**src/rtl/frame_pixel_streamer.sv**
```systemverilog
// frame_pixel_streamer
//
// Feeds the VGA output stage with upscaled 1-bit pixels read from a
// double-buffered frame memory. Each memory word holds WORD_W pixels,
// MSB = leftmost. Every stored pixel is repeated SCALE times along a line,
// and every stored row is repeated for SCALE lines. The memory image is
// H_AREA/SCALE x V_AREA/SCALE pixels.
//
// Optional feature macro: LINE_CHECK_EN. When it is defined, line_err flags
// lines whose active length is not H_AREA, and any active outside RUN.
// When it is undefined, line_err is tied low.
//
// Ports
//   CLK_40      in   pixel clock
//   reset       in   asynchronous, active-high
//   active      in   VGA visible-pixel strobe
//   frame_ready in   loader has a finished frame in bank ~bank_sel
//   rd_data     in   memory read data, valid 1 cycle after rd_en
//   rd_en       out  memory read strobe
//   rd_addr     out  {bank_sel, word offset}
//   bank_sel    out  bank being displayed
//   frame_ack   out  one-cycle pulse on a buffer swap
//   count_en    out  raster enable for the VGA stage (high in RUN)
//   pixel_color out  1 = white, zero-cycle relative to active
//   line_err    out  sticky line-length / stray-active error
module frame_pixel_streamer #(
  parameter int H_AREA        = 800,
  parameter int V_AREA        = 600,
  parameter int SCALE         = 4,
  parameter int WORD_W        = 8,
  // Derived; not meant to be overridden.
  parameter int WORDS_PER_ROW = H_AREA / (SCALE * WORD_W),
  parameter int ADDR_W        = $clog2(WORDS_PER_ROW * V_AREA / SCALE) + 1
) (
  input  logic              CLK_40,
  input  logic              reset,
  input  logic              active,
  input  logic              frame_ready,
  input  logic [WORD_W-1:0] rd_data,
  output logic              rd_en,
  output logic [ADDR_W-1:0] rd_addr,
  output logic              bank_sel,
  output logic              frame_ack,
  output logic              count_en,
  output logic              pixel_color,
  output logic              line_err
);

  localparam int ROWS  = V_AREA / SCALE;
  localparam int OFF_W = ADDR_W - 1;
  localparam int PX_W  = (SCALE > 1) ? $clog2(SCALE) : 1;
  localparam int BIT_W = (WORD_W > 1) ? $clog2(WORD_W) : 1;
  localparam int ROW_W = (ROWS > 1) ? $clog2(ROWS) : 1;

  typedef enum logic [1:0] {IDLE, PRIME, RUN} state_t;

  state_t            state, state_nx;
  logic [1:0]        pf;          // prefetch phase: 1 = word 0, 2 = word 1, 3 = last return
  logic              active_d;
  logic [PX_W-1:0]   px_rep;
  logic [BIT_W-1:0]  bit_idx;
  logic [PX_W-1:0]   ln_rep;
  logic [ROW_W-1:0]  row;
  logic [OFF_W-1:0]  row_base;
  logic [OFF_W-1:0]  word_ptr;    // offset of the most recently fetched word
  logic [OFF_W-1:0]  rd_off;
  logic              rd_to_shift;
  logic              rd_pend_p0;
  logic              rd_to_shift_p0;
  logic [WORD_W-1:0] shift;
  logic [WORD_W-1:0] hold;

  logic run, act_run, px_last, bit_last, ln_last, row_last;
  logic wrap, more_words, line_end, frame_end, start_prime, swap;
  logic pf_rd0, pf_rd1, wrap_rd;

  assign run         = (state == RUN);
  assign act_run     = active & run;
  assign px_last     = (px_rep == PX_W'(SCALE - 1));
  assign bit_last    = (bit_idx == BIT_W'(WORD_W - 1));
  assign ln_last     = (ln_rep == PX_W'(SCALE - 1));
  assign row_last    = (row == ROW_W'(ROWS - 1));
  assign wrap        = act_run & px_last & bit_last;
  // The last word of a row has nothing after it to prefetch.
  assign more_words  = ({1'b0, word_ptr} + (OFF_W + 1)'(1)) <
                       ({1'b0, row_base} + (OFF_W + 1)'(WORDS_PER_ROW));
  assign line_end    = run & active_d & ~active;
  assign frame_end   = line_end & ln_last & row_last;
  assign start_prime = (state == IDLE) & frame_ready;
  assign swap        = start_prime | (frame_end & frame_ready);
  assign pf_rd0      = (pf == 2'd1);
  // PRIME always reads two words; a line-end prefetch skips word 1 when a row is one word.
  assign pf_rd1      = (pf == 2'd2) & ((state == PRIME) | (WORDS_PER_ROW > 1));
  assign wrap_rd     = wrap & more_words;

  always_comb begin
    state_nx    = state;
    count_en    = 1'b0;
    rd_en       = 1'b0;
    rd_off      = '0;
    rd_to_shift = 1'b0;
    case (state)
      IDLE:    if (frame_ready) state_nx = PRIME;
      PRIME:   if (pf == 2'd3) state_nx = RUN;
      RUN:     count_en = 1'b1;
      default: state_nx = IDLE;
    endcase
    if (pf_rd0) begin
      rd_en       = 1'b1;
      rd_off      = row_base;
      rd_to_shift = 1'b1;
    end else if (pf_rd1) begin
      rd_en  = 1'b1;
      rd_off = row_base + OFF_W'(1);
    end else if (wrap_rd) begin
      rd_en  = 1'b1;
      rd_off = word_ptr + OFF_W'(1);
    end
  end

  assign rd_addr     = rd_en ? {bank_sel, rd_off} : '0;
  assign pixel_color = act_run & shift[WORD_W-1];

  always_ff @(posedge CLK_40 or posedge reset) begin
    if (reset) begin
      state          <= IDLE;
      pf             <= 2'd0;
      active_d       <= 1'b0;
      px_rep         <= '0;
      bit_idx        <= '0;
      ln_rep         <= '0;
      row            <= '0;
      row_base       <= '0;
      word_ptr       <= '0;
      bank_sel       <= 1'b0;
      frame_ack      <= 1'b0;
      rd_pend_p0     <= 1'b0;
      rd_to_shift_p0 <= 1'b0;
    end else begin
      state          <= state_nx;
      active_d       <= act_run;
      frame_ack      <= swap;
      bank_sel       <= bank_sel ^ swap;
      rd_pend_p0     <= rd_en;
      rd_to_shift_p0 <= rd_to_shift;

      if (start_prime || line_end) pf <= 2'd1;
      else if (pf != 2'd0)         pf <= pf + 2'd1;

      if (pf_rd0)       word_ptr <= row_base;
      else if (pf_rd1)  word_ptr <= row_base + OFF_W'(1);
      else if (wrap_rd) word_ptr <= word_ptr + OFF_W'(1);

      if (line_end) begin
        px_rep  <= '0;
        bit_idx <= '0;
        if (ln_last) begin
          ln_rep <= '0;
          if (row_last) begin
            row      <= '0;
            row_base <= '0;
          end else begin
            row      <= row + ROW_W'(1);
            row_base <= row_base + OFF_W'(WORDS_PER_ROW);
          end
        end else begin
          ln_rep <= ln_rep + PX_W'(1);
        end
      end else if (act_run) begin
        px_rep <= px_last ? '0 : px_rep + PX_W'(1);
        if (px_last) bit_idx <= bit_last ? '0 : bit_idx + BIT_W'(1);
      end
    end
  end

  // ---- p0 -> data: read returns land one cycle after the strobe ----
  always_ff @(posedge CLK_40) begin
    if (rd_pend_p0 && rd_to_shift_p0) shift <= rd_data;
    else if (wrap)                    shift <= hold;
    else if (act_run && px_last)      shift <= shift << 1;
    if (rd_pend_p0 && !rd_to_shift_p0) hold <= rd_data;
  end

`ifdef LINE_CHECK_EN
  localparam int CNT_W = $clog2(H_AREA + 2);
  logic [CNT_W-1:0] px_cnt;
  logic             line_err_r;

  always_ff @(posedge CLK_40 or posedge reset) begin
    if (reset) begin
      px_cnt     <= '0;
      line_err_r <= 1'b0;
    end else begin
      if (line_end) begin
        px_cnt <= '0;
        if (px_cnt != CNT_W'(H_AREA)) line_err_r <= 1'b1;
      end else if (act_run && px_cnt != CNT_W'(H_AREA + 1)) begin
        px_cnt <= px_cnt + CNT_W'(1);   // saturates one past H_AREA
      end
      if (active && !run) line_err_r <= 1'b1;
    end
  end

  assign line_err = line_err_r;
`else
  assign line_err = 1'b0;
`endif

endmodule

```
**config.mk**
```make
export PLATFORM = sky130hd
export DESIGN_NAME = frame_pixel_streamer
export DESIGN_NICKNAME = d
export VERILOG_FILES = /design/src/rtl/frame_pixel_streamer.sv
export SDC_FILE = /design/constraint.sdc
export NUM_CORES = 1
export LEC_CHECK = 0
export CORE_ASPECT_RATIO = 0.6
export CORE_MARGIN = 2
export CORE_UTILIZATION = 25
export CTS_CLUSTER_SIZE = 16
export DETAILED_ROUTE_END_ITERATION = 12
export HOLD_SLACK_MARGIN = 0.03
export MAX_ROUTING_LAYER = met4
export SYNTH_ARGS = -nofsm -noshare
export SYNTH_HDL_FRONTEND = slang
export SYNTH_SLANG_ARGS = --single-unit
```
**constraint.sdc**
```tcl
create_clock -name CLK_40 -period 3.8 [get_ports CLK_40]
set_input_delay 0.76 -clock CLK_40 [delete_from_list [all_inputs] [get_ports CLK_40]]
set_output_delay 0.76 -clock CLK_40 [all_outputs]
set_load 0.005 [all_outputs]
```
==> key figures, run 1 <==
Detailed routing
  – Final ANT Viol Nets: 0
  – Avg Vias per Cell: 5.09
  – Routed wl met2: roughly 4.8 mm
  – Vias: 3584
  – Initial DRC count: approximately 320
  – Wl on met1: 5.57 mm
  – WL/cell: about 16 microns
  – # DRC: 0
  – DR WL met3: approximately 1.1 mm
  – 1st-pass router iterations: 5
  – DRT Wirelength: 11.6 mm
  – Max layer used: met4

Setup path
  – Critical path class: reg2out
  – Crit path cell chain: ha_2 -> a211o_1 -> nor2b_4 -> xnor2_2 -> ha_1 -> a41o_1 -> a21oi_2 -> o2111a_4 -> a21oi_4 -> buf_6 -> buf_6 -> inv_4 -> buf_6
  – Worst EP arrival: 3110 ps
  – CP endpoint kind: output pin
  – CP max-delay cell: dfrtp_1
  – Crit Path Max Fanout: 4
  – Crit-path max cell delay: 400 ps
  – CP most frequent cell: buf_6
  – Worst Setup Start Kind: register
  – CP required: between 3000 and 4000 ps

Cells and area
  – Cell area after layout: between 5000 and 6000 sq um
  – Layout cells sized above 1: 0.255
  – Diode count: 0
  – Filler cell count: 1576
  – Synth-to-layout area growth: 31.7%
  – Layout Nets: approximately 530

Synthesis
  – Number of synthesized register bits: 64
  – Ys async rst share: 0.750
  – Dominant cells by area after synthesis: dfrtp_1, edfxtp_1, ha_1, nand2_1, a21oi_1
  – EDFF count, synth: 16
  – Synthesized area: 4050 sq um
  – Seq/Total Area, Yosys: 0.416
  – Synth warn: 0
  – Syn Inst Count: 431
  – Netlist cell types: 60
  – Yosys top cell by area: dfrtp_1
  – Top FF cell, synth: dfrtp_1
  – Syn avg cell area: about 9.4 sq um
  – Commonest cells in the netlist: dfrtp_1, nand2_1, a21oi_1
  – Syn_nets: between 400 and 500
  – Synth top area share: 0.297

Die
  – Die Wd: 168 microns
  – Die Ht: slightly above 100 microns
  – # rows: 35
  – # IOs: 31
  – Initial core utilization: 0.259
  – Die area: about 17000 sq um
  – Std-Cell Core Area: 15600 sq um

CTS
  – Clock slew at reported path FFs: 60 ps
  – CTS max path bufs: 2
  – Number of hold buffers added after CTS: 0
  – Root Driver: clkbuf_16
  – CTS tree: done
  – Clk sinks: 64
  – CTS Buf Count: 9
  – # H-tree levels: 3
  – Clock latency on the worst-skew pair: approximately 340 ps

Placed design
  – Placement Cell Area: around 4800 sq um
  – Post-DP HPWL: about 8.5 mm
  – IO Port Bufs: 29
  – Pre-CTS worst setup slack: -89.3 ps
  – Gpl congestion: between 0.9 and 1

Timing
  – Fin crit period: approximately 3900 ps
  – RSZ-0062 raised after global routing: yes
  – Final setup viols: 12
  – Worst clock skew: approximately 5.1 ps
  – Final worst slack: -69.1 ps
  – Setup tns final: -506 ps
  – Fmax: 0.258 GHz
  – Slew of the pin with the lowest slew margin: roughly 1000 ps
  – Final hold viol count: 0
  – Slew Limit Fails: 0
  – Final period util: 1.02
  – Max-slew headroom: 0.303

Status
  – Status: finished with violations
  – Failing checks: setup timing

Global route
  – Vias in the first global route: ~3.5k
  – Largest net degree at the start of global routing: 49
  – Initial antenna violation count: 0
  – First-pass GRT wire length: roughly 19 mm
  – Grt total ovfl: 0
  – GRT Overall Usage: 0.147

Hold path
  – Hold Crit Class: reg2reg

Power and ir drop
  – Total design power: 3.66 mW
  – Maximum VDD drop: between 0.0003 and 0.0004 V
  – Power Density: between 600 and 700 nW/um^2
  – P_leak: 2.18 nW

Flow run
  – # Max-Cap Violations: 0
==> final timing paths <==
check / end / slack (ps) / start / cells past startpoint
setup / recovery: rd_en / -70 / row_base[1]$_DFFE_PP0P_ / 13
hold / removal: bank_sel$_DFF_PP0_ / 480 / bank_sel$_DFF_PP0_ / 1
setup reg to reg: word_ptr[7]$_DFFE_PP0P_ / 480 / row_base[1]$_DFFE_PP0P_ / 13
hold reg to reg: bank_sel$_DFF_PP0_ / 480 / bank_sel$_DFF_PP0_ / 1
max in group asynchronous: word_ptr[6]$_DFFE_PP0P_ / 2140 / reset / 2
min in group asynchronous: bit_idx[0]$_DFFE_PP0P_ / 1000 / reset / 2
==> registers in the layout (all words and copies together) (netlist names) <==
register        flops
bit_idx             3
pf                  2
frame_ack           1
shift               8
rd_pend_p0          1
state               2
hold                8
ln_rep              2
px_rep              2
rd_to_shift_p0      1
row_base           12
word_ptr           12
row                 8
bank_sel            1
active_d            1
==> area by class of cell <==
class | instances | area [sq um] | area share
inverters | 16 | 65.1 | 0.0122
repair buffers | 82 | 669 | 0.126
clock inverters | 7 | 72.6 | 0.0136
well taps | 203 | 254 | 0.0477
clock buffers | 9 | 225 | 0.0423
multi-input cells | 323 | 2360 | 0.443
flip-flops and latches | 64 | 1680 | 0.316
==> critical path, delay by kind of cell (launching register included) <==
family,cells,cell delay [ps]
AOI/OAI and AO/OA,5,1150
adders and majority gates,2,500
buffers and inverters,4,410
DFF,1,400
and+or+nand+nor,1,160
xor gates and xnor gates,1,140
==> cell usage in the layout (no fill, tap or decap), drive strengths merged, types with 11 or more instances in the layout <==
cell type and instances:
dfrtp 48, clkdlybuf4s50 15, nand2 49, buf 66
edfxtp 16, inv 16, ha 24, a21oi 37
nor2 26, xor2 12, o21ai 23, mux2i 12
nor2b 11, nand3 20, xnor2 13
==> where the power goes <==
part	internal (mW)	total, mW	switching, mW	leakage, nW
clock network	0.507	0.827	0.320	0.143
registers	0.921	1.06	0.141	0.770
logic	0.773	1.77	0.998	1.27
==> what timing repair did <==
action / in CTS / in global routing
pin swaps: 15 / 20
gates resized for setup: 74 / 37
buffers inserted: 14 / 1
hold endpoints to repair: 0 / 0
endpoints found under the setup margin: 14 / 14
==> per-stage QoR <==
| step | std cells | hold WS [ps] | utilization |
|---|---|---|---|
| 2_1_floorplan | 431 | 458 | - |
| 3_3_place_gp | 675 | 478 | 0.305 |
| 3_5_place_dp | 675 | 488 | 0.305 |
| 4_1_cts | 704 | 495 | 0.335 |
| 5_1_grt | 704 | 511 | 0.342 |
| 6_report | 704 | 484 | 0.342 |
==> logic make-up after synthesis <==
kind of cell,synth area share
mux,0.0445
buf+inv,0.0513
flops,0.416
compound gates,0.174
fa+ha+maj,0.0742
simple gates,0.185
other cells,0.000927
xor+xnor,0.0541
==> routing by layer <==
| layer | vias up | GRT usage |
|---|---|---|
| met3 | 15 | 0.0480 |
| met2 | 158 | 0.205 |
| met4 | 0 | 0.0345 |
| li1 | 1690 | - |
| met1 | 1721 | 0.204 |
| met5 | - | - |
(Power assumes the default switching activity.)
==> inputs of run 2 (changes only) <==
--- a/config.mk
+++ b/config.mk
@@ -7,11 +7,13 @@
 export LEC_CHECK = 0
 export CORE_ASPECT_RATIO = 0.6
 export CORE_MARGIN = 2
-export CORE_UTILIZATION = 25
+export CORE_UTILIZATION = 60
+export CTS_BUF_LIST = sky130_fd_sc_hd__clkbuf_4 sky130_fd_sc_hd__clkbuf_8
 export CTS_CLUSTER_SIZE = 16
 export DETAILED_ROUTE_END_ITERATION = 12
 export HOLD_SLACK_MARGIN = 0.03
 export MAX_ROUTING_LAYER = met4
+export PLACE_DENSITY = 0.82
 export SYNTH_ARGS = -nofsm -noshare
 export SYNTH_HDL_FRONTEND = slang
 export SYNTH_SLANG_ARGS = --single-unit
==> key figures, run 2 (synthesis results as in run 1) <==
Status
  – Status: finished with violations
  – Failing checks: setup timing

Timing
  – Fin crit period: about 4000 ps
  – Fmax: 0.249 GHz
  – Final period util: 1.06
  – Max-slew headroom: 0.328
  – Worst clock skew: 15.8 ps
  – RSZ-0062 raised after global routing: yes
  – Slew of the pin with the lowest slew margin: between 1000 and 1500 ps
  – Min Hold Slack: approximately 500 ps
  – Final worst slack: -222 ps
  – Final hold viol count: 0
  – Slew Limit Fails: 0
  – Final setup viols: 13

Setup path
  – Crit path max-delay family: simple AND/OR/NAND/NOR gates
  – Worst Path Buf+Inv: 4
  – CP required: approximately 3000 ps
  – CP most frequent cell: buf_4
  – Crit Path Max Fanout: 3
  – Worst Setup Start Kind: register
  – Critical path class: reg2out
  – Worst EP arrival: ~3300 ps
  – CP max-delay cell: dfrtp_1
  – Crit-path max cell delay: approximately 400 ps
  – CP endpoint kind: output pin
  – Crit path cell chain: buf_6 -> and3_4 -> nor3_2 -> buf_4 -> nor2b_4 -> xnor2_2 -> ha_1 -> nand4_1 -> o2111a_4 -> buf_4 -> a222oi_1 -> nor2_1 -> buf_2

Cells and area
  – Layout cells sized above 1: 0.256
  – Synth-to-layout area growth: 24.8%
  – Diode count: 0
  – Layout Nets: around 540
  – Final core utilization: 0.766
  – Most frequent cells in the layout: dfrtp_1, buf_4, nand2_1, a21oi_1, nor2_1
  – Regs by FF count: row_base x12, word_ptr x12

Placed design
  – Gpl congestion: 0.972
  – Post-DP HPWL: 7.94 mm
  – IO Port Bufs: 29

Power and ir drop
  – P_leak: about 2.1 nW
  – Power Density: roughly 660 nW/um^2
  – Total design power: around 3.3 mW
  – Maximum VDD drop: between 0.0004 and 0.0005 V

Die
  – Initial core utilization: 0.614
  – Die area: between 7000 and 8000 sq um
  – Die Wd: roughly 110 microns
  – # rows: 23
  – Std-Cell Core Area: between 6000 and 7000 sq um
  – Die Ht: a little under 70 microns
  – # IOs: 31

CTS
  – # H-tree levels: 3
  – Root Driver: clkbuf_8
  – Clock latency on the worst-skew pair: 370 ps
  – CTS max path bufs: 2
  – Clk sinks: between 60 and 70
  – CTS tree: done
  – CTS Buf Count: 9
  – Number of hold buffers added after CTS: 0
  – Clock slew at reported path FFs: approximately 70 ps

Detailed routing
  – Avg Vias per Cell: ~6.4
  – Vias: 3764
  – Initial DRC count: 493
  – # DRC: 0
  – WL/cell: slightly below 20 microns
  – 1st-pass router iterations: 5
  – DRT Wirelength: ~12 mm
  – Final ANT Viol Nets: 0

Global route
  – Vias in the first global route: 3500
  – First-pass GRT wire length: 17.9 mm
  – Initial antenna violation count: 0
  – Grt total ovfl: 0
  – GRT Overall Usage: 0.337
  – Largest net degree at the start of global routing: 49

Hold path
  – Hold Crit Class: reg2reg

Flow run
  – # Max-Cap Violations: 0
==> run 2: final timing paths <==
kind                                    startpoint                  endpoint  slack [ps]  cells past startpoint
max                        row_base[1]$_DFFE_PP0P_                rd_addr[1]        -220                     13
min                             bank_sel$_DFF_PP0_        bank_sel$_DFF_PP0_         500                      1
max reg2reg                row_base[1]$_DFFE_PP0P_  word_ptr[11]$_DFFE_PP0P_         500                     14
min reg2reg                     bank_sel$_DFF_PP0_        bank_sel$_DFF_PP0_         500                      1
max in group asynchronous                    reset     px_rep[0]$_DFFE_PP0P_        2220                      2
min in group asynchronous                    reset   row_base[2]$_DFFE_PP0P_         950                      2
==> run 2: repair_timing <==
item / CTS / global route
buffers inserted: 7 / 13
gates resized for setup: 86 / 16
cloned: 0 / 0
pin swaps: 21 / 23
endpoints found under the setup margin: 14 / 14
==> run 2: area by class of cell <==
cell class	instances	area, sq um
multi-input cells	323	2350
flip-flops and latches	64	1680
fillers	475	1540
repair buffers	85	679
clock buffers	10	131
well taps	87	109
inverters	16	62.6
clock inverters	6	36.3
==> run 2: per-stage QoR <==
stage	worst slack [ps]	area [sq um]	setup TNS [ps]	instances
3_5_place_dp	-180	4580	-1640	555
3_3_place_gp	-64.5	4580	-416	555
6_report	-222	5050	-1650	591
2_1_floorplan	349	4050	0	431
5_1_grt	-266	5050	-2640	591
4_1_cts	-90.1	4850	-634	578
==> run 2: power breakdown <==
group	total, mW	internal [mW]	switching, mW
clock	0.527	0.239	0.288
sequential	1.07	0.920	0.148
combinational	1.72	0.740	0.977
==> run 2: routing by layer <==
layer | track usage | wire [microns] | vias to the layer above | part of all wire
met2 | 0.485 | 5130 | 242 | 0.44
li1 | - | - | 1696 | -
met3 | 0.0888 | 1280 | 36 | 0.11
met5 | - | 0 | - | 0
met4 | 0.0965 | 227 | 0 | 0.020
met1 | 0.468 | 4960 | 1790 | 0.43
==> run 2: worst register-to-register path, delay by kind of cell (launching register included) <==
family | cells | cell delay, ps
simple gates | 4 | 610
flops | 1 | 410
xor+xnor | 1 | 140
mux | 1 | 310
buf+inv | 5 | 740
fa+ha+maj | 1 | 320
compound gates | 2 | 670
==> inputs of run 3 (changes only) <==
--- a/config.mk
+++ b/config.mk
@@ -5,12 +5,14 @@
 export SDC_FILE = /design/constraint.sdc
 export NUM_CORES = 1
 export LEC_CHECK = 0
+export CAP_MARGIN = 20
 export CORE_ASPECT_RATIO = 0.6
 export CORE_MARGIN = 2
 export CORE_UTILIZATION = 60
 export CTS_BUF_LIST = sky130_fd_sc_hd__clkbuf_4 sky130_fd_sc_hd__clkbuf_8
-export CTS_CLUSTER_SIZE = 16
+export CTS_CLUSTER_SIZE = 40
 export DETAILED_ROUTE_END_ITERATION = 12
+export GPL_TIMING_DRIVEN = 0
 export HOLD_SLACK_MARGIN = 0.03
 export MAX_ROUTING_LAYER = met4
 export PLACE_DENSITY = 0.82
==> key figures, run 3 (synthesis results as in run 1) <==
Setup path
  – Critical path class: reg2out
  – Worst Setup Start Kind: register
  – R2R depth: 12
  – Crit path max-delay family: simple AND/OR/NAND/NOR gates
  – Crit path cell chain: and4_2 -> and3_1 -> nor2b_1 -> xnor2_1 -> ha_1 -> nand4_1 -> buf_4 -> o2111a_4 -> a21oi_4 -> buf_6 -> buf_6 -> nor2_1 -> buf_2
  – Crit Path Max Fanout: 5
  – Crit-path max cell delay: approximately 420 ps
  – CP max-delay cell: dfrtp_2
  – Worst Path Buf+Inv: 4
  – CP required: just over 3000 ps
  – Worst EP arrival: ~3300 ps
  – Crit path depth: 13
  – CP endpoint kind: output pin
  – CP most frequent cell: buf_6

CTS
  – Number of hold buffers added after CTS: 0
  – CTS Buf Count: 9
  – Clock slew at reported path FFs: 80 ps
  – # H-tree levels: 3
  – Clk sinks: 64
  – Root Driver: clkbuf_8
  – Clock latency on the worst-skew pair: 360 ps
  – CTS max path bufs: 2
  – CTS tree: done

Cells and area
  – Synth-to-layout area growth: 26.8%
  – Final core utilization: 0.778
  – Diode count: 0
  – Cell area after layout: 5130 sq um
  – Post-Layout Cell Count: between 500 and 600
  – Layout Nets: 543
  – Layout cells sized above 1: 0.254
  – Commonest non-fill, non-tap cell in the layout: nand2_1
  – Most frequent cells in the layout: nand2_1, dfrtp_1, buf_4, a21oi_1, nor2_1
  – Regs by FF count: row_base x12, word_ptr x12

Hold path
  – Hold Path Stages: 1
  – Hold Crit Class: reg2reg

Global route
  – Vias in the first global route: around 3.6k
  – First-pass GRT wire length: approximately 18 mm
  – GRT Overall Usage: 0.346
  – Largest net degree at the start of global routing: 37
  – Initial antenna violation count: 0
  – Grt total ovfl: 0

Die
  – Die Wd: 110 microns
  – # IOs: 31
  – # rows: 23
  – Std-Cell Core Area: 6590 sq um
  – Die Ht: around 68 microns
  – Initial core utilization: 0.614
  – Die area: 7440 sq um

Timing
  – Final hold viol count: 0
  – RSZ-0062 raised after global routing: yes
  – Final period util: 1.07
  – Setup tns final: -3350 ps
  – Slew of the pin with the lowest slew margin: approximately 830 ps
  – Max-slew headroom: 0.441
  – Fmax: between 0.2 and 0.25 GHz
  – Final setup viols: 14
  – Worst clock skew: around 12 ps
  – Slew Limit Fails: 0
  – Min Hold Slack: roughly 500 ps
  – Final worst slack: -276 ps
  – Fin crit period: ~4100 ps

Detailed routing
  – WL/cell: 20.0 microns
  – 1st-pass router iterations: 9
  – Final ANT Viol Nets: 0
  – Avg Vias per Cell: 6.35
  – # DRC: 0
  – Initial DRC count: between 400 and 500
  – Vias: 3806
  – DRT Wirelength: between 10 and 15 mm

Power and ir drop
  – Total design power: 3.44 mW
  – Power Density: between 600 and 700 nW/um^2
  – P_leak: ~2.1 nW
  – Maximum VDD drop: 0.000439 V

Placed design
  – Post-DP HPWL: 7.76 mm
  – Gpl congestion: around 0.96
  – Pre-CTS worst setup slack: -992 ps
  – IO Port Bufs: 29
  – Placement Cell Area: 4460 sq um
  – DP Cell Count: ~550

Flow run
  – # Max-Cap Violations: 0

Status
  – Failing checks: setup timing
  – Status: finished with violations
run 3: routing by layer:
metal  vias to the layer above  wire length (microns)  GRT usage
li1                       1718                      -          -
met1                      1781                   5150      0.466
met2                       259                   5020      0.485
met3                        48                   1450      0.123
met4                         0                    346      0.116
met5                         -                      0          -
run 3: cell type report:
class                           instances  area, sq um
Multi-Input combinational cell        323         2310
Sequential cell                        64         1690
Fill cell                             451         1460
Timing Repair Buffer                   72          622
Buffer                                 21          144
Clock buffer                            9          124
Tap cell                               87          109
Clock inverter                          7         62.6
Inverter                               16         62.6
run 3: power breakdown:
group / total, mW / leakage [nW] / switching (mW) / internal (mW)
registers: 1.09 / 0.760 / 0.171 / 0.922
clock network: 0.583 / 0.0901 / 0.288 / 0.296
logic: 1.77 / 1.29 / 0.978 / 0.790
total: 3.44 / 2.14 / 1.44 / 2.01
run 3: worst reg2reg max path, delay by kind of cell (launching register included):
family                   cells  cell delay, ps
flip-flops                   1             420
buffers and inverters        3             520
AND/OR/NAND/NOR              4             860
AO/OA/AOI/OAI                2             570
multiplexers                 1             300
XOR/XNOR                     1             150
adder cells (fa/ha/maj)      1             350
run 3: timing repair:
item,in CTS,in global routing
setup buffers,36,6
pin swaps,20,17
gates resized for setup,108,12
endpoints found under the setup margin,14,14
run 3: path summary, 6_finish.rpt:
kind	start	endpoint	slack (ps)
min in group asynchronous	reset	word_ptr[3]$_DFFE_PP0P_	680
max reg2reg	row_base[7]$_DFFE_PP0P_	word_ptr[11]$_DFFE_PP0P_	510
min	bank_sel$_DFF_PP0_	bank_sel$_DFF_PP0_	490
max in group asynchronous	reset	row_base[6]$_DFFE_PP0P_	2600
min reg2reg	bank_sel$_DFF_PP0_	bank_sel$_DFF_PP0_	490
max	row_base[7]$_DFFE_PP0P_	rd_addr[6]	-280
